===== src/rtl/ifu_fetch_ctrl_pkg.sv =====
// Shared core definitions for the instruction fetch unit.
// Holds the default widths, the fetch FSM state encoding and a small alignment helper.
package ifu_fetch_ctrl_pkg;

  localparam int PC_WIDTH_DEF       = 32;
  localparam int INST_WIDTH_DEF     = 32;
  localparam int IMEM_DEPTH_BIT_DEF = 8;

  typedef enum logic [1:0] {
    ST_IDLE = 2'd0,
    ST_RUN  = 2'd1,
    ST_HALT = 2'd2
  } fetch_state_e;

  function automatic logic is_misaligned(input logic [1:0] pc_lsb);
    return pc_lsb != 2'b00;
  endfunction

endpackage


===== src/rtl/ifu_fetch_fifo.sv =====
// Two-entry {pc, inst} buffer between the instruction memory and decode.
// Flush empties it in one cycle; a push and a pop may happen in the same cycle.
module ifu_fetch_fifo #(
  parameter int PC_WIDTH   = 32,
  parameter int INST_WIDTH = 32
) (
  input  logic                  clk,
  input  logic                  rst,
  input  logic                  i_push,
  input  logic [PC_WIDTH-1:0]   i_push_pc,
  input  logic [INST_WIDTH-1:0] i_push_inst,
  input  logic                  i_pop,
  input  logic                  i_flush,
  output logic                  o_full,
  output logic                  o_empty,
  output logic [PC_WIDTH-1:0]   o_head_pc,
  output logic [INST_WIDTH-1:0] o_head_inst
);

  logic [PC_WIDTH-1:0]   r_pc   [2];
  logic [INST_WIDTH-1:0] r_inst [2];
  logic                  r_rd_ptr;
  logic                  r_wr_ptr;
  logic [1:0]            r_count;

  logic w_do_pop;
  logic w_do_push;

  assign o_full      = (r_count == 2'd2);
  assign o_empty     = (r_count == 2'd0);
  assign o_head_pc   = r_pc[r_rd_ptr];
  assign o_head_inst = r_inst[r_rd_ptr];

  // When full, a push is only legal if the head leaves in the same cycle.
  assign w_do_pop  = i_pop & ~o_empty;
  assign w_do_push = i_push & (~o_full | w_do_pop);

  always_ff @(posedge clk) begin
    if (rst) begin
      r_rd_ptr <= 1'b0;
      r_wr_ptr <= 1'b0;
      r_count  <= 2'd0;
      for (int i = 0; i < 2; i++) begin
        r_pc[i]   <= '0;
        r_inst[i] <= '0;
      end
    end else if (i_flush) begin
      r_rd_ptr <= 1'b0;
      r_wr_ptr <= 1'b0;
      r_count  <= 2'd0;
    end else begin
      if (w_do_push) begin
        r_pc[r_wr_ptr]   <= i_push_pc;
        r_inst[r_wr_ptr] <= i_push_inst;
        r_wr_ptr         <= ~r_wr_ptr;
      end
      if (w_do_pop) begin
        r_rd_ptr <= ~r_rd_ptr;
      end
      r_count <= r_count + {1'b0, w_do_push} - {1'b0, w_do_pop};
    end
  end

endmodule


===== src/rtl/ifu_fetch_ctrl.sv =====
// Instruction fetch controller: PC sequencing, IMem issue, 2-entry fetch buffer to decode.
// Handshake: an instruction transfers on a cycle where ifu_valid & idu_ready; ifu_* hold while stalled.
module ifu_fetch_ctrl
  import ifu_fetch_ctrl_pkg::*;
#(
  parameter int PC_WIDTH       = PC_WIDTH_DEF,
  parameter int INST_WIDTH     = INST_WIDTH_DEF,
  parameter int IMEM_DEPTH_BIT = IMEM_DEPTH_BIT_DEF
) (
  input  logic                      clk,
  input  logic                      rst,
  input  logic                      start_pulse,
  input  logic [PC_WIDTH-1:0]       start_pc,
  input  logic                      cfg_halt_unalign,
  input  logic                      bru_flush,
  input  logic [PC_WIDTH-1:0]       bru_redir_pc,
  input  logic                      idu_ready,
  output logic                      imem_cen,
  output logic [IMEM_DEPTH_BIT-1:0] imem_addr,
  input  logic [INST_WIDTH-1:0]     imem_rd_data,
  output logic                      ifu_valid,
  output logic [PC_WIDTH-1:0]       ifu_pc,
  output logic [INST_WIDTH-1:0]     ifu_inst,
  output logic                      core_running,
  output logic                      exc_unalign,
  output logic [PC_WIDTH-1:0]       exc_pc,
  output fetch_state_e              dbg_state
);

  fetch_state_e          r_state;
  logic [PC_WIDTH-1:0]   r_pc;
  logic                  r_inflight;
  logic [PC_WIDTH-1:0]   r_inflight_pc;
  logic                  r_exc;
  logic [PC_WIDTH-1:0]   r_exc_pc;

  logic                  w_run;
  logic                  w_kill;
  logic                  w_misalign;
  logic [PC_WIDTH-1:0]   w_pc_aligned;
  logic [PC_WIDTH-1:0]   w_pc_next;
  logic                  w_full;
  logic                  w_empty;
  logic                  w_pop;
  logic                  w_push;
  logic                  w_room;
  logic                  w_try;
  logic                  w_halt_req;
  logic                  w_issue;
  logic                  w_exc;

  assign w_run        = (r_state == ST_RUN);
  assign w_kill       = start_pulse | (bru_flush & w_run);
  assign w_misalign   = is_misaligned(r_pc[1:0]);
  assign w_pc_aligned = {r_pc[PC_WIDTH-1:2], 2'b00};
  assign w_pc_next    = w_pc_aligned + PC_WIDTH'(4);

  assign ifu_valid = ~w_empty;
  assign w_pop     = ifu_valid & idu_ready;
  // The response of last cycle's issue is killed by a same-cycle flush or start.
  assign w_push    = r_inflight & ~w_kill;

  // Issue only if buffered (after this cycle's pop) plus in-flight stays below two.
  assign w_room = r_inflight ? (w_empty | (w_pop & ~w_full))
                             : (~w_full | w_pop);

  assign w_try      = w_run & ~w_kill & ~rst;
  assign w_halt_req = w_try & w_misalign & cfg_halt_unalign;
  assign w_issue    = w_try & w_room & ~(w_misalign & cfg_halt_unalign);
  assign w_exc      = w_halt_req | (w_issue & w_misalign);

  assign imem_cen     = w_issue;
  assign imem_addr    = r_pc[IMEM_DEPTH_BIT+1:2];
  assign core_running = w_run;
  assign exc_unalign  = r_exc;
  assign exc_pc       = r_exc_pc;
  assign dbg_state    = r_state;

  ifu_fetch_fifo #(
    .PC_WIDTH   (PC_WIDTH),
    .INST_WIDTH (INST_WIDTH)
  ) u_fifo (
    .clk         (clk),
    .rst         (rst),
    .i_push      (w_push),
    .i_push_pc   (r_inflight_pc),
    .i_push_inst (imem_rd_data),
    .i_pop       (w_pop),
    .i_flush     (w_kill),
    .o_full      (w_full),
    .o_empty     (w_empty),
    .o_head_pc   (ifu_pc),
    .o_head_inst (ifu_inst)
  );

  always_ff @(posedge clk) begin
    if (rst) begin
      r_state       <= ST_IDLE;
      r_pc          <= '0;
      r_inflight    <= 1'b0;
      r_inflight_pc <= '0;
      r_exc         <= 1'b0;
      r_exc_pc      <= '0;
    end else begin
      case (r_state)
        ST_IDLE: if (start_pulse) r_state <= ST_RUN;
        ST_RUN:  if (w_halt_req)  r_state <= ST_HALT;
        ST_HALT: if (start_pulse) r_state <= ST_RUN;
        default: r_state <= ST_IDLE;
      endcase

      if (start_pulse) begin
        r_pc <= start_pc;
      end else if (bru_flush & w_run) begin
        r_pc <= bru_redir_pc;
      end else if (w_issue) begin
        r_pc <= w_pc_next;
      end

      r_inflight    <= w_issue;
      r_inflight_pc <= w_pc_aligned;

      r_exc <= w_exc;
      if (w_exc) begin
        r_exc_pc <= r_pc;
      end
    end
  end

endmodule


===== config.mk =====
export PLATFORM = sky130hd
export DESIGN_NAME = ifu_fetch_ctrl
export DESIGN_NICKNAME = d
export VERILOG_FILES = /design/src/rtl/ifu_fetch_ctrl_pkg.sv /design/src/rtl/ifu_fetch_fifo.sv /design/src/rtl/ifu_fetch_ctrl.sv
export SDC_FILE = /design/constraint.sdc
export NUM_CORES = 1
export LEC_CHECK = 0
export CORE_MARGIN = 2
export CORE_UTILIZATION = 55
export DETAILED_ROUTE_END_ITERATION = 10
export GPL_TIMING_DRIVEN = 0
export PLACE_DENSITY = 0.85
export SYNTH_ARGS = -nofsm -noshare
export SYNTH_HDL_FRONTEND = slang
export SYNTH_SLANG_ARGS = --single-unit

===== constraint.sdc =====
create_clock -name clk -period 6.2 [get_ports clk]
set_clock_uncertainty 0.05 [all_clocks]
set_input_delay 1.55 -clock clk [delete_from_list [all_inputs] [get_ports clk]]
set_output_delay 1.55 -clock clk [all_outputs]
set_load 0.02 [all_outputs]

==> results by group, run 1 <==
Min path
  – Hold Path Stages: 2
  – Worst hold endpoint: exc_pc[3]$_SDFFE_PP0P_
  – Worst Hold Class: reg2reg
  – Worst Hold Launch: exc_pc[3]$_SDFFE_PP0P_

STA
  – Worst slew pin tran: 0.9162 ns
  – Max_slew headroom: 38.92%
  – Fmax: 0.1692 GHz
  – Setup TNS: 0 ns
  – Final min period: 5.912 ns
  – # setup viols final: 0
  – RSZ-0062 raised after global routing: false
  – Final Hold Viols: 0
  – Crit share post-route: 95.35%
  – Max-slew violation count: 0

Power and ir drop
  – P_int: 2.652 mW
  – P per Cell Area: 257.4 mW/mm2
  – Leak: 4.833 nW
  – Net Sw Frac: 23.58%
  – Comb pwr share: 10.6%
  – Worst VDD drop: 0.2216 mV
  – Switching Power: 818.4 uW
  – Seq pwr share: 48.3%
  – Clock share of power: 41.0%

Synthesis
  – Post-synth ARST share: 0%
  – Number of distinct library cells after synthesis: 71
  – Synth warnings: 0
  – Top FF cell, synth: edfxtp_1
  – Avg Inst Size Synth: 10.72 um2
  – Post-Syn Area: 0.01030 mm2
  – Synth area leader: edfxtp_1
  – EDFF count, synth: 124
  – Register bit total from synthesis: 227
  – Register area share after synthesis: 56.18%
  – Gate Count Post-Synth: 961
  – Yosys top cell area share: 36.16%
  – Top post-synthesis cells by area: edfxtp_1 (36%), dfxtp_1 (20%), and2_1 (7.8%)

Worst setup path
  – Crit Path Class: in2out
  – Worst r2r dst: u_fifo.r_inst[1][22]$_SDFFCE_PN0P_
  – R2r worst-path depth: 7
  – Flop2flop setup slack: 3.22 ns
  – Worst endpoint data arrival time: 4.31 ns
  – Req. time, crit path: 4.60 ns
  – Crit. End Element: output port
  – Worst-path maximum fanout: 6
  – Crit path from: start_pulse
  – CP Launch Type: input pin
  – Crit Reg-Reg Startpoint: dbg_state[1]$_SDFFE_PP0P_

Global route
  – Grt ovf: 0
  – Largest net degree at the start of global routing: 63
  – Vias in the first global route: 8,246
  – GR Util All Layers: 28.45%
  – Initial antenna violation count: 1
  – First-pass GRT wire length: 44,570 um

Final layout
  – Area growth syn-to-layout: 30.92%
  – Layout cell share with drive strength beyond 1: 11.23%
  – Design area: 0.01348 mm2
  – Fill cells: 1,339
  – Final nets: 1,300
  – Final core utilization: 72.81%

Routing
  – Detail Route Antenna Nets: 0
  – Via Count: 8,554
  – Drt first pass iters: 7
  – Routed WL per cell: 20.36 um
  – DRT iter0 DRCs: 816
  – Residual DRC: 0
  – Vias per cell: 5.916
  – Routed Wire Length: 29,440 um

CTS
  – Clk sinks: 227
  – CTS tree: built
  – Reg clk slew, reported paths: 0.06 ns
  – H-tree Lvls: 1
  – Root Buffer: clkbuf_16
  – Inserted Clock Buffers: 22
  – Clk_lat worst skew: 0.51 ns
  – Hold-fix buffer count after cts: 0
  – Post-CTS Setup Bufs: 0
  – # resized after CTS: 0
  – CTS Buffer Depth: 3

Die
  – Die Wd: 140.8 um
  – Core footprint: 0.01852 mm2
  – Die span in y: 140.8 um
  – Row cnt: 50
  – I/O pins: 212
  – Initial Util: 55.61%
  – Die Area: 0.01984 mm2

Place
  – Placed cell area: 0.01270 mm2
  – Port buffer count: 209
  – Placer Congestion: 0.9687
  – Hpwl dp: 20,280 um

Run
  – # Max-Cap Violations: 0

Status
  – Status: finished clean
## worst max-delay path, cell delays in order
cell and delay, ns:
clkdlybuf4s50_1 0.52, or4b_1 0.57, a211oi_2 0.43, nand2_1 0.29, inv_1 0.27, clkdlybuf4s50_1 0.68
## cell type report
cell class,count,area [um2],share of cell area [%]
flip-flops and latches,227,5786,42.91
well taps,234,292.8,2.171
clock inverters,10,103.9,0.7702
multi-input cells,640,4124,30.59
plain buffers,84,366.6,2.719
inverters,11,41.29,0.3062
diodes,1,2.502,0.01856
clock buffers,30,674.4,5.002
repair buffers,209,2092,15.52
## layer usage
metal | global-route usage [%] | vias up | routed length [um]
met1 | 38.43 | 4081 | 11890
met5 | 0 | - | 0
li1 | - | 3897 | -
met2 | 47.63 | 501 | 13970
met3 | 4.382 | 75 | 2646
met4 | 8.895 | 0 | 934
## registers in the layout, summed over array words and instances (netlist names), 2 cells and up, named ones only
signal          count
u_fifo.r_inst      64
u_fifo.r_pc        60
exc_pc             32
r_pc               32
r_inflight_pc      30
dbg_state           2
u_fifo.r_count      2
## power by group through the flow
stage | registers [mW] | clock network, mW | logic, mW
2_1_floorplan | 1.70 | 0 | 0.187
3_3_place_gp | 1.71 | 0 | 0.354
3_5_place_dp | 1.71 | 0 | 0.360
4_1_cts | 1.68 | 1.43 | 0.363
5_1_grt | 1.68 | 1.48 | 0.390
6_report | 1.68 | 1.42 | 0.369
## cells by family after synthesis
logic type,count (synthesis),synth area share [%]
and+or+nand+nor,386,20.99
DFF,227,56.18
AOI/OAI and AO/OA,172,10.36
buffers and inverters,95,3.961
muxes,65,7.083
xor gates and xnor gates,12,1.021
adders and majority gates,3,0.3645
other,1,0.03641
## cells in the mapped netlist (13+ instances only)
cell type / count
and2_1: 129
edfxtp_1: 124
dfxtp_1: 103
mux2_2: 63
a21oi_1: 62
clkbuf_1: 59
nor2_1: 55
nand3_1: 48
o21ai_0: 45
nand2_1: 40
nor2b_1: 31
a211oi_1: 22
nor3_1: 18
nor4_1: 15
nand4_1: 13
## how the worst max path moves through the flow
stage,to,slack [ns],cells after the start
after detailed placement,imem_cen,0.34,6
after CTS,imem_cen,0.34,6
after global routing,imem_cen,0.11,6
after floorplan,imem_cen,1.76,4
final,imem_cen,0.29,6
after global placement,imem_cen,0.35,6
## per-stage QoR
step | worst slack, ns | cells | hold WS [ns] | total power, mW
CTS | 0.3408 | 1445 | 0.4378 | 3.465
finish | 0.2883 | 1446 | 0.4429 | 3.470
global placement | 0.3473 | 1405 | 0.4197 | 2.062
global route | 0.1083 | 1446 | 0.4586 | 3.556
detailed placement | 0.3358 | 1405 | 0.4238 | 2.069
floorplan | 1.755 | 962 | 0.4023 | 1.883
## cell usage in the layout (no fill, tap or decap), drive strengths merged, types with 11 or more instances in the layout
cell	Yosys	layout
clkbuf	60	90
nor2	55	55
a211oi	23	23
dfxtp	103	103
nor4	15	15
nor3	18	18
mux2	63	63
clkdlybuf4s50	0	209
nand4	14	14
nand3	49	49
nor2b	31	31
buf	24	24
nand2	40	40
edfxtp	124	124
a21oi	62	62
and2	129	129
inv	11	11
o21ai	50	50
Note: power is estimated with default switching activity, not from simulation.
==> run 2: changes to the inputs <==
--- a/config.mk
+++ b/config.mk
@@ -6,10 +6,10 @@
 export NUM_CORES = 1
 export LEC_CHECK = 0
 export CORE_MARGIN = 2
-export CORE_UTILIZATION = 55
+export CORE_UTILIZATION = 50
 export DETAILED_ROUTE_END_ITERATION = 10
 export GPL_TIMING_DRIVEN = 0
-export PLACE_DENSITY = 0.85
+export PLACE_DENSITY = 0.78
 export SYNTH_ARGS = -nofsm -noshare
 export SYNTH_HDL_FRONTEND = slang
 export SYNTH_SLANG_ARGS = --single-unit
==> run 2 against run 1 <==
Against the previous run:
- final cell count is 2.6% higher
- critical endpoint unchanged
- clock power down 7%
- fmax shrank 0.38%
- worst hold slack got worse by 0.0059 ns
- critical path type unchanged
- largest cell class unchanged
- sequential power barely moved
- register-to-register slack gained 0.06 ns
- wire length is 3.7% lower
- non-clock buffer count unchanged
- total power is 3.2% lower
==> results by group, run 2 (synthesis gave the netlist of run 1 again) <==
STA
  – Final min period: 5.934 ns
  – RSZ-0062 raised after global routing: false
  – # setup viols final: 0
  – Max_slew headroom: 40.19%
  – Worst slew pin tran: 0.8972 ns
  – Setup TNS: 0 ns
  – Crit share post-route: 95.72%
  – Fmax: 0.1685 GHz
  – Final Hold Viols: 0
  – Max-slew violation count: 0

CTS
  – H-tree Lvls: 1
  – Post-CTS Setup Bufs: 0
  – Reg clk slew, reported paths: 0.06 ns
  – # resized after CTS: 0
  – Inserted Clock Buffers: 23
  – Root Buffer: clkbuf_16
  – CTS Buffer Depth: 3
  – CTS tree: built
  – Hold-fix buffer count after cts: 0
  – Clk sinks: 227
  – Clk_lat worst skew: 0.52 ns

Global route
  – Vias in the first global route: 8,130
  – GR Util All Layers: 25.57%
  – Initial antenna violation count: 0
  – Largest net degree at the start of global routing: 63
  – First-pass GRT wire length: 43,740 um
  – Grt ovf: 0

Place
  – Placer Congestion: 0.9307
  – Placed cell area: 0.01275 mm2
  – Hpwl dp: 19,750 um
  – Port buffer count: 209

Worst setup path
  – Crit. End Element: output port
  – Worst endpoint data arrival time: 4.33 ns
  – Slowest stage delay, CP: 0.68 ns
  – Crit path max-delay cell type: clkdlybuf4s50_1
  – Crit-path cells: clkdlybuf4s50_1 > or4b_1 > a211oi_2 > nand2_1 > inv_1 > clkdlybuf4s50_1
  – Crit Path Class: in2out
  – CP Launch Type: input pin
  – Worst-path maximum fanout: 6
  – Req. time, crit path: 4.60 ns
  – CP most frequent cell: clkdlybuf4s50_1

Routing
  – Detail Route Antenna Nets: 0
  – Vias per cell: 5.583
  – Routed WL per cell: 19.12 um
  – DRT iter0 DRCs: 574
  – Via Count: 8,279
  – Routed Wire Length: 28,360 um
  – Drt first pass iters: 6
  – Residual DRC: 0

Power and ir drop
  – Leak: 4.806 nW
  – P per Cell Area: 249.6 mW/mm2
  – Worst VDD drop: 0.1626 mV

Final layout
  – Design area: 0.01346 mm2
  – Biggest regs: u_fifo.r_inst x64, u_fifo.r_pc x60
  – ANT cells: 0
  – Reg with most FFs: u_fifo.r_inst
  – Area growth syn-to-layout: 30.69%
  – Most frequent cells in the layout: clkdlybuf4s50_1 (209), and2_1 (129), edfxtp_1 (124)
  – Max reg flops: 64
  – Final nets: 1,301
  – Commonest non-fill, non-tap cell in the layout: clkdlybuf4s50_1
  – Layout cell share with drive strength beyond 1: 11.21%

Status
  – Status: finished clean

Die
  – Initial Util: 50.90%
  – Die span in y: 147.5 um
  – I/O pins: 212
  – Die Wd: 147.5 um
  – Die Area: 0.02176 mm2
  – Row cnt: 52
  – Core footprint: 0.02023 mm2

Min path
  – Worst Hold Class: reg2reg

Run
  – # Max-Cap Violations: 0
run 2: cell types whose count changed in the layout (fill, tap and decap cells not counted):
| cell | previous run | this run |
|---|---|---|
| bufinv_16 | 2 | 1 |
| inv_6 | 0 | 1 |
| clkbuf_1 | 61 | 62 |
| clkinv_1 | 2 | 3 |
| diode_2 | 1 | 0 |
| clkbuf_16 | 25 | 23 |
| clkbuf_8 | 3 | 2 |
| clkinv_4 | 1 | 0 |
| clkinv_2 | 4 | 8 |
run 2: through the flow:
step	power [mW]	std cells	setup WS (ns)	hold slack [ns]	utilization (%)
CTS	3.369	1483	0.3324	0.4357	66.52
finish	3.360	1483	0.2655	0.4370	66.52
global placement	2.065	1441	0.3367	0.4202	62.92
global route	3.458	1483	0.1806	0.4604	66.52
floorplan	1.883	962	1.755	0.4023	-
detailed placement	2.068	1441	0.3446	0.4198	63.00
run 2: worst paths after layout:
| path | depth (start not counted) | start | slack (ns) | to |
|---|---|---|---|---|
| worst max-delay path | 6 | start_pulse | 0.27 | imem_cen |
| worst min-delay path | 2 | exc_pc[6]$_SDFFE_PP0P_ | 0.44 | exc_pc[6]$_SDFFE_PP0P_ |
| worst max register to register | 7 | r_pc[2]$_SDFFE_PP0P_ | 3.28 | r_pc[30]$_SDFFE_PP0P_ |
| worst min register to register | 2 | exc_pc[6]$_SDFFE_PP0P_ | 0.44 | exc_pc[6]$_SDFFE_PP0P_ |
run 2: layer usage:
layer,track usage (%),up-vias,wire (um)
met5,0,-,0
met1,34.05,3907,11690
li1,-,3898,-
met4,8.942,0,897
met3,5.741,72,2744
met2,41.40,402,13030
run 2: layout make-up:
class                           instances  area (um2)
Clock inverter                         14       97.59
Clock buffer                           28       614.3
Inverter                               11       41.29
Tap cell                              270       337.8
Multi-Input combinational cell        640        4124
Sequential cell                       227        5786
Timing Repair Buffer                  209        2092
Buffer                                 84       366.6
Fill cell                            1621        6775
run 2: power by group:
group          internal, mW  switching (mW)
Clock                 0.748           0.568
Combinational         0.166           0.201
Sequential             1.64          0.0381
run 2: critical path, delay by kind of cell:
kind	cells	cell delay, ns
buffers and inverters	3	1.49
AND/OR/NAND/NOR	2	0.88
AO/OA/AOI/OAI	1	0.42
==> run 3: changes to the inputs <==
--- a/config.mk
+++ b/config.mk
@@ -5,11 +5,13 @@
 export SDC_FILE = /design/constraint.sdc
 export NUM_CORES = 1
 export LEC_CHECK = 0
+export CAP_MARGIN = 20
 export CORE_MARGIN = 2
 export CORE_UTILIZATION = 50
 export DETAILED_ROUTE_END_ITERATION = 10
 export GPL_TIMING_DRIVEN = 0
 export PLACE_DENSITY = 0.78
+export RECOVER_POWER = 25
 export SYNTH_ARGS = -nofsm -noshare
 export SYNTH_HDL_FRONTEND = slang
 export SYNTH_SLANG_ARGS = --single-unit
==> run 3 against run 2 <==
Against the previous run:
- worst hold slack worse by 0.0028 ns
- register-to-register slack worse by 0.45 ns
- setup slack worse by 0.033 ns
==> results by group, run 3 (synthesis gave the netlist of run 1 again) <==
CTS
  – Inserted Clock Buffers: 23
  – H-tree Lvls: 1
  – CTS tree: built
  – # resized after CTS: 0
  – Clk sinks: 227
  – Root Buffer: clkbuf_16
  – CTS Buffer Depth: 3
  – Clk_lat worst skew: 0.52 ns
  – Hold-fix buffer count after cts: 0
  – Post-CTS Setup Bufs: 0
  – Reg clk slew, reported paths: 0.06 ns

Final layout
  – Final Non-Filler Cells: 1,483
  – Reg with most FFs: u_fifo.r_inst
  – Fill cells: 1,626
  – Commonest non-fill, non-tap cell in the layout: clkdlybuf4s50_1
  – Biggest regs: u_fifo.r_inst x64, u_fifo.r_pc x60
  – Max reg flops: 64
  – Final nets: 1,301
  – Most frequent cells in the layout: clkdlybuf4s50_1 (161), and2_1 (127), edfxtp_1 (124)
  – Design area: 0.01344 mm2
  – ANT cells: 0
  – Layout cell share with drive strength beyond 1: 10.72%
  – Area growth syn-to-layout: 30.47%

STA
  – Worst slew pin tran: 1.342 ns
  – Max-slew violation count: 0
  – Final min period: 5.967 ns
  – # setup viols final: 0
  – Setup TNS: 0 ns
  – Crit share post-route: 96.24%
  – Fmax: 0.1676 GHz
  – Final Hold Viols: 0
  – Max_slew headroom: 9.561%
  – RSZ-0062 raised after global routing: false

Place
  – Hpwl dp: 19,750 um
  – Placer Congestion: 0.9307
  – Placed insts: 1,441
  – Port buffer count: 209
  – Placed cell area: 0.01275 mm2

Routing
  – Via Count: 8,317
  – Detail Route Antenna Nets: 0
  – Routed Wire Length: 28,350 um
  – Routed WL per cell: 19.12 um
  – Vias per cell: 5.608
  – Drt first pass iters: 5
  – Residual DRC: 0
  – DRT iter0 DRCs: 553

Run
  – # Max-Cap Violations: 0

Power and ir drop
  – Leak: 4.934 nW
  – P per Cell Area: 249.8 mW/mm2
  – Worst VDD drop: 0.1620 mV

Global route
  – Largest net degree at the start of global routing: 63
  – Initial antenna violation count: 0
  – First-pass GRT wire length: 43,740 um
  – Grt ovf: 0
  – Vias in the first global route: 8,130
  – GR Util All Layers: 25.57%

Worst setup path
  – Crit. End Element: output port
  – Flop2flop setup slack: 2.83 ns
  – Crit Path Class: in2out
  – Worst-path maximum fanout: 6
  – CP Launch Type: input pin
  – Req. time, crit path: 4.60 ns
  – Worst endpoint data arrival time: 4.37 ns

Status
  – Status: finished clean

Die
  – Die span in y: 147.5 um
  – Row cnt: 52
  – Die Wd: 147.5 um
  – Die Area: 0.02176 mm2
  – Initial Util: 50.90%
  – Core footprint: 0.02023 mm2
  – I/O pins: 212

Min path
  – Worst Hold Class: reg2reg
==> run 3: worst max-delay path, stage by stage <==
cell and delay, ns:
dlygate4sd3_1 0.58, or4b_1 0.58, a211oi_2 0.41, nand2_1 0.28, inv_1 0.28, clkdlybuf4s50_1 0.69
==> run 3: power breakdown <==
group | total [mW] | internal, mW | switching (mW)
sequential | 1.68 | 1.64 | 0.0383
combinational | 0.363 | 0.163 | 0.201
clock | 1.32 | 0.748 | 0.568
==> run 3: final timing paths <==
check	start	end	depth (start not counted)
worst min-delay path	exc_pc[6]$_SDFFE_PP0P_	exc_pc[6]$_SDFFE_PP0P_	2
worst min register to register	exc_pc[6]$_SDFFE_PP0P_	exc_pc[6]$_SDFFE_PP0P_	2
worst max register to register	dbg_state[1]$_SDFFE_PP0P_	r_pc[27]$_SDFFE_PP0P_	6
worst max-delay path	bru_flush	imem_cen	6
==> run 3: routing by layer <==
| metal | vias up | share of wire (%) | global-route usage, % |
|---|---|---|---|
| li1 | 3897 | - | - |
| met1 | 3926 | 41 | 34.05 |
| met2 | 424 | 46 | 41.40 |
| met3 | 70 | 9.4 | 5.741 |
| met4 | 0 | 3.2 | 8.942 |
| met5 | - | 0 | 0 |
==> run 3: area by class of cell <==
class | instances | area, um2 | share of cell area (%)
buffer | 84 | 361.6 | 2.691
timing repair buffer | 209 | 2092 | 15.57
clock buffer | 28 | 614.3 | 4.572
multi-input combinational | 640 | 4106 | 30.56
sequential | 227 | 5786 | 43.06
tap | 270 | 337.8 | 2.514
clock inverter | 14 | 97.59 | 0.7263
inverter | 11 | 41.29 | 0.3073
==> run 3: metrics by stage <==
stage / util, % / setup slack (ns) / hold WS, ns / total power, mW
finish: 66.40 / 0.2330 / 0.4342 / 3.356
global route: 66.40 / 0.1472 / 0.4571 / 3.454
CTS: 66.52 / 0.3324 / 0.4357 / 3.369
detailed placement: 63.00 / 0.3446 / 0.4198 / 2.068
global placement: 62.92 / 0.3367 / 0.4202 / 2.065
floorplan: - / 1.755 / 0.4023 / 1.883
